===== src/rtl/shift_seq_if.sv =====
// rtl/shift_seq_if.sv - operand/result handshake bundle for shift_seq
interface shift_seq_if #(
  parameter int WIDTH = 8,
  parameter int AW    = $clog2(WIDTH)
);
  logic             in_valid;
  logic             in_ready;
  logic [WIDTH-1:0] din;
  logic [AW-1:0]    amt;
  logic [1:0]       mode;
  logic             out_valid;
  logic             out_ready;
  logic [WIDTH-1:0] dout;
  logic             carry;

  modport master (
    output in_valid, din, amt, mode, out_ready,
    input  in_ready, out_valid, dout, carry
  );

  modport slave (
    input  in_valid, din, amt, mode, out_ready,
    output in_ready, out_valid, dout, carry
  );
endinterface


===== src/rtl/shift_seq.sv =====
// rtl/shift_seq.sv - one-bit-per-clock shifter (LSL/LSR/ASR/ROL) with carry out
module shift_seq #(
  parameter int WIDTH = 8,
  parameter int AW    = $clog2(WIDTH)
) (
  input  logic      clk,
  input  logic      rst,
  shift_seq_if.slave bus
);
  typedef enum logic [1:0] {IDLE, SHIFT, DONE} state_t;

  localparam logic [1:0] M_LSL = 2'b00;
  localparam logic [1:0] M_LSR = 2'b01;
  localparam logic [1:0] M_ASR = 2'b10;

  state_t           state_q, state_d;
  logic [WIDTH-1:0] data_q, data_d;
  logic [AW-1:0]    count_q, count_d;
  logic             carry_q, carry_d;
  logic [1:0]       mode_q, mode_d;

  always_ff @(posedge clk or posedge rst) begin
    if (rst) begin
      state_q <= IDLE;
      data_q  <= '0;
      count_q <= '0;
      carry_q <= 1'b0;
      mode_q  <= 2'b00;
    end else begin
      state_q <= state_d;
      data_q  <= data_d;
      count_q <= count_d;
      carry_q <= carry_d;
      mode_q  <= mode_d;
    end
  end

  always_comb begin
    state_d = state_q;
    data_d  = data_q;
    count_d = count_q;
    carry_d = carry_q;
    mode_d  = mode_q;
    unique case (state_q)
      IDLE: begin
        if (bus.in_valid) begin
          data_d  = bus.din;
          mode_d  = bus.mode;
          count_d = bus.amt;
          carry_d = 1'b0;
          state_d = (bus.amt == '0) ? DONE : SHIFT;
        end
      end
      SHIFT: begin
        // Carry always captures the bit that leaves the register on this step.
        unique case (mode_q)
          M_LSL: begin
            carry_d = data_q[WIDTH-1];
            data_d  = {data_q[WIDTH-2:0], 1'b0};
          end
          M_LSR: begin
            carry_d = data_q[0];
            data_d  = {1'b0, data_q[WIDTH-1:1]};
          end
          M_ASR: begin
            carry_d = data_q[0];
            data_d  = {data_q[WIDTH-1], data_q[WIDTH-1:1]};
          end
          default: begin
            carry_d = data_q[WIDTH-1];
            data_d  = {data_q[WIDTH-2:0], data_q[WIDTH-1]};
          end
        endcase
        count_d = count_q - AW'(1);
        if (count_q == AW'(1)) state_d = DONE;
      end
      DONE: begin
        if (bus.out_ready) state_d = IDLE;
      end
      default: state_d = IDLE;
    endcase
  end

  assign bus.in_ready  = (state_q == IDLE) && !rst;
  assign bus.out_valid = (state_q == DONE);
  assign bus.dout      = data_q;
  assign bus.carry     = carry_q;
endmodule


===== src/flat_wrapper.sv =====
// flat-port wrapper written by rule: the top's interface ports become plain ports
module shift_seq_flat 
#(
  parameter int WIDTH = 8,
  parameter int AW    = $clog2(WIDTH)
)
  (clk, rst, bus_in_valid, bus_din, bus_amt, bus_mode, bus_out_ready, bus_in_ready, bus_out_valid, bus_dout, bus_carry);
  shift_seq_if #(.WIDTH(WIDTH), .AW(AW)) bus_i ();
  input  logic clk;
  input  logic rst;
  input wire logic [$bits(bus_i.in_valid)-1:0] bus_in_valid;
  input wire logic [$bits(bus_i.din)-1:0] bus_din;
  input wire logic [$bits(bus_i.amt)-1:0] bus_amt;
  input wire logic [$bits(bus_i.mode)-1:0] bus_mode;
  input wire logic [$bits(bus_i.out_ready)-1:0] bus_out_ready;
  output wire logic [$bits(bus_i.in_ready)-1:0] bus_in_ready;
  output wire logic [$bits(bus_i.out_valid)-1:0] bus_out_valid;
  output wire logic [$bits(bus_i.dout)-1:0] bus_dout;
  output wire logic [$bits(bus_i.carry)-1:0] bus_carry;
  assign bus_i.in_valid = bus_in_valid;
  assign bus_i.din = bus_din;
  assign bus_i.amt = bus_amt;
  assign bus_i.mode = bus_mode;
  assign bus_i.out_ready = bus_out_ready;
  assign bus_in_ready = bus_i.in_ready;
  assign bus_out_valid = bus_i.out_valid;
  assign bus_dout = bus_i.dout;
  assign bus_carry = bus_i.carry;
  shift_seq #(.WIDTH(WIDTH), .AW(AW)) u_core (.clk(clk), .rst(rst), .bus(bus_i));
endmodule

===== config.mk =====
export PLATFORM = sky130hd
export DESIGN_NAME = shift_seq_flat
export DESIGN_NICKNAME = d
export VERILOG_FILES = /design/src/rtl/shift_seq_if.sv /design/src/rtl/shift_seq.sv /design/src/flat_wrapper.sv
export SDC_FILE = /design/constraint.sdc
export NUM_CORES = 1
export LEC_CHECK = 0
export ABC_CLOCK_PERIOD_IN_PS = 2120
export CORE_MARGIN = 8
export CORE_UTILIZATION = 35
export CTS_CLUSTER_DIAMETER = 60
export DETAILED_ROUTE_END_ITERATION = 16
export SETUP_SLACK_MARGIN = 0.3
export SYNTH_ARGS = -nofsm -noshare
export SYNTH_HDL_FRONTEND = slang
export SYNTH_SLANG_ARGS = --single-unit

===== constraint.sdc =====
create_clock -name clk -period 2.12 [get_ports clk]
set_input_delay 0.318 -clock clk [delete_from_list [all_inputs] [get_ports clk]]
set_output_delay 0.318 -clock clk [all_outputs]
set_load 0.03 [all_outputs]

==> impl_metrics.py <==
metrics = {
    "status": {
        "status": "finished, final reports clean",
    },
    "grt": {
        "gr-total-overflow": 0,
        "grt_max_degree": 17,
        "grt.met2_usage": 0.1782,
        "grtUsageTotal": 0.1146,
        "grt_first_pass_wirelength_mm": 4.126,
        "grt-busiest-layer": "met2",
        "grt_pass1_vias": 847,
        "use_met1": 0.1452,
        "met3_usage": 0.03928,
        "antenna_found_initial": 0,
    },
    "timing": {
        "max_freq_ghz": 0.5749,
        "setup_slack_ns": 0.3807,
        "finClkSkew_ns": 0.002036,
        "final.period_utilization": 0.8204,
        "maxSlewHeadroom": 0.5743,
        "rsz0062_at_grt": "no",
        "hold_violations": 0,
        "whs_ns": 0.4308,
        "setup_violations": 0,
        "slew_violations": 0,
        "period_minus_slack_ns": 1.739,
        "timing.setup.tns_ns": 0,
        "worstMarginPinSlew_ns": 0.6378,
    },
    "synthesis": {
        "synth_mux_area_frac": 0.01058,
        "synth_compound_area_frac": 0.2526,
        "syn-mean-instance-area_um2": 9.752,
        "yosysWarnings": 0,
        "synth_cell_types": 37,
        "synth_cells": 97,
        "synth.ff_latch_count": 16,
        "syn_nets": 120,
        "synth_area_um2": 945.9,
        "synthAdderAreaFrac": 0.07937,
        "synth_top_family_by_area": "compound AO/OA/AOI/OAI gates",
        "async_flop_share": 1.000,
        "ys.flop_type": "dfrtp_1",
        "synth-simple-area-share": 0.1772,
        "synth-xor-area-share": 0,
        "ys_seq_area_frac": 0.4233,
        "synth_edf_count": 0,
    },
    "worst_setup_path": {
        "critPathCaptureType": "output pin",
        "cp_top_family": "buffers and inverters",
        "crit_start": "u_core.bus.dout[7]",
        "crit_path_top_delay_cell": "clkdlybuf4s50_1",
        "cp.arrival_ns": 1.42,
        "cp_max_fo": 5,
        "path_depth": 1,
        "timing.rr.start": "u_core.mode_q[0]",
        "reg2reg_slack_ns": 0.51,
        "rr_worst_depth": 5,
        "reg2reg_to": "u_core.bus.dout[1]",
        "crit_path_end": "bus_dout[7]",
        "cpPeakStageDelay_ns": 0.70,
        "path_buf_inv": 1,
        "critPathLaunchType": "register",
        "path_class": "reg -> out",
        "critical_path_required_ns": 1.80,
        "path_cells": "clkdlybuf4s50_1",
    },
    "routing": {
        "drt_iter0_drc": 37,
        "via_per_inst": 5.548,
        "wl_per_cell_um": 15.95,
        "dr.pass1.iters": 4,
        "detail-route-antenna-nets": 0,
        "wirelength_mm": 2.504,
        "drc": 0,
        "num_vias": 871,
    },
    "clock_network": {
        "post_cts_buffers": 0,
        "cts_resized": 2,
        "numCtsBuffers": 3,
        "h-tree-depth": 1,
        "path_clk_slew_ns": 0.10,
        "clock-root-buffer": "clkbuf_4",
        "cts_hold_buf": 0,
        "cts_tree": "yes",
        "clock_sinks": 16,
        "cts_buffer_depth": 2,
        "clk_latency_ns": 0.28,
    },
    "final_layout": {
        "n_antenna_cell": 0,
        "syn2layout_area_growth_pct": 36.11,
        "nets": 150,
        "drive_gt1_frac": 0.08730,
        "postLayoutCellArea_um2": 1287,
    },
    "floorplanning": {
        "num_rows": 19,
        "fp.dieArea_um2": 4622,
        "initial_core_util": 0.3553,
        "die_w_um": 67.99,
        "core_area_um2": 2663,
        "fp.dieH_um": 67.99,
        "io_pins": 28,
    },
    "place": {
        "io_buffers": 27,
        "gp_congestion": 0.7945,
        "dpl-instance-area_um2": 1254,
        "place_ws_ns": 0.1835,
        "dpl.hpwl_mm": 1.877,
    },
    "power": {
        "ir_drop_mv": 0.8621,
        "pwr_density_cell_nw_per_um2": 1620,
        "p_leak_nw": 0.5613,
    },
    "min_path": {
        "hp-class": "in -> async",
    },
    "job": {
        "drv_cap": 0,
    },
}
-- cells in the final DEF, fill, tap and decap left out, types with 2 or more instances in the layout --
master           instances
a21oi_1                  3
a221o_1                  3
a221oi_1                 3
buf_4                    3
clkbuf_4                 3
clkdlybuf4s50_1         25
dfrtp_1                 16
dlygate4sd2_1            2
ha_1                     6
inv_1                    8
nand2_1                  5
nand3_1                  4
nor2_1                   5
nor3_1                   2
nor3b_1                  2
o21ai_0                  4
o21ai_1                  2
o21ba_2                  2
o21bai_1                 3
o22ai_1                  3
o311a_1                  3
-- report_power, final --
part / switching, mW / total, mW / internal [mW]
registers: 0.149 / 0.615 / 0.466
logic: 0.698 / 1.27 / 0.569
clock network: 0.100 / 0.204 / 0.104
total: 0.947 / 2.09 / 1.14
-- cell families after synthesis --
| group | after synthesis |
|---|---|
| fa+ha+maj | 6 |
| buf+inv | 13 |
| simple gates | 29 |
| compound gates | 32 |
| mux | 1 |
| flops | 16 |
-- through the flow --
stage	utilization	power (mW)	cells
floorplan	-	1.480	97
global placement	0.4709	1.882	153
detailed placement	0.4709	1.899	153
CTS	0.4836	2.104	157
global route	0.4836	2.254	157
finish	0.4836	2.086	157
-- synth_stat cells, types with 2 or more instances --
cell / count / area (um2)
a21oi_1: 3 / 15.01
a221o_1: 3 / 30.03
a221oi_1: 3 / 26.28
buf_2: 4 / 20.02
dfrtp_1: 16 / 400.4
ha_1: 6 / 75.07
inv_1: 8 / 30.03
nand2_1: 5 / 18.77
nand3_1: 4 / 20.02
nor2_1: 5 / 18.77
nor3_1: 2 / 10.01
nor3b_1: 2 / 15.01
o21ai_0: 4 / 20.02
o21ai_1: 2 / 10.01
o21ba_2: 2 / 20.02
o21bai_1: 3 / 22.52
o22ai_1: 3 / 18.77
o311a_1: 3 / 30.03
-- worst register-to-register path: stages (launching register included) --
cell and delay (ns):
dfrtp_1 0.40, inv_1 0.09, ha_1 0.19, or2_0 0.36, a221o_1 0.35, o311a_1 0.12
-- worst min path at each step --
stage                 startpoint                 end  slack (ns)  cells past startpoint
5_1_grt                      rst  u_core.bus.dout[5]        0.51                      2
3_5_place_dp   u_core.count_q[1]   u_core.count_q[1]        0.51                      1
4_1_cts                      rst   u_core.state_q[0]        0.44                      2
3_3_place_gp    u_core.bus.carry    u_core.bus.carry        0.50                      2
2_1_floorplan                rst    u_core.bus.carry        0.23                      1
6_report                     rst   u_core.count_q[1]        0.43                      2
-- sequential cells by signal (all words and copies together), names as in the netlist --
signal            flops
u_core.bus.carry      1
u_core.bus.dout       8
u_core.count_q        3
u_core.mode_q         2
u_core.state_q        2
-- final cells by class --
| cell class | instances | area, um2 |
|---|---|---|
| inverters | 8 | 30.03 |
| multi-input cells | 68 | 491.7 |
| flip-flops and latches | 16 | 400.4 |
| clock buffers | 4 | 36.28 |
| fillers | 275 | 1375 |
| well taps | 31 | 38.79 |
| repair buffers | 30 | 290.3 |
-- layer usage --
metal | up-vias | wire [um]
met4 | 0 | 18
met2 | 25 | 1120
met3 | 2 | 188
met5 | - | 0
li1 | 421 | -
met1 | 423 | 1176
(Power assumes the default switching activity.)
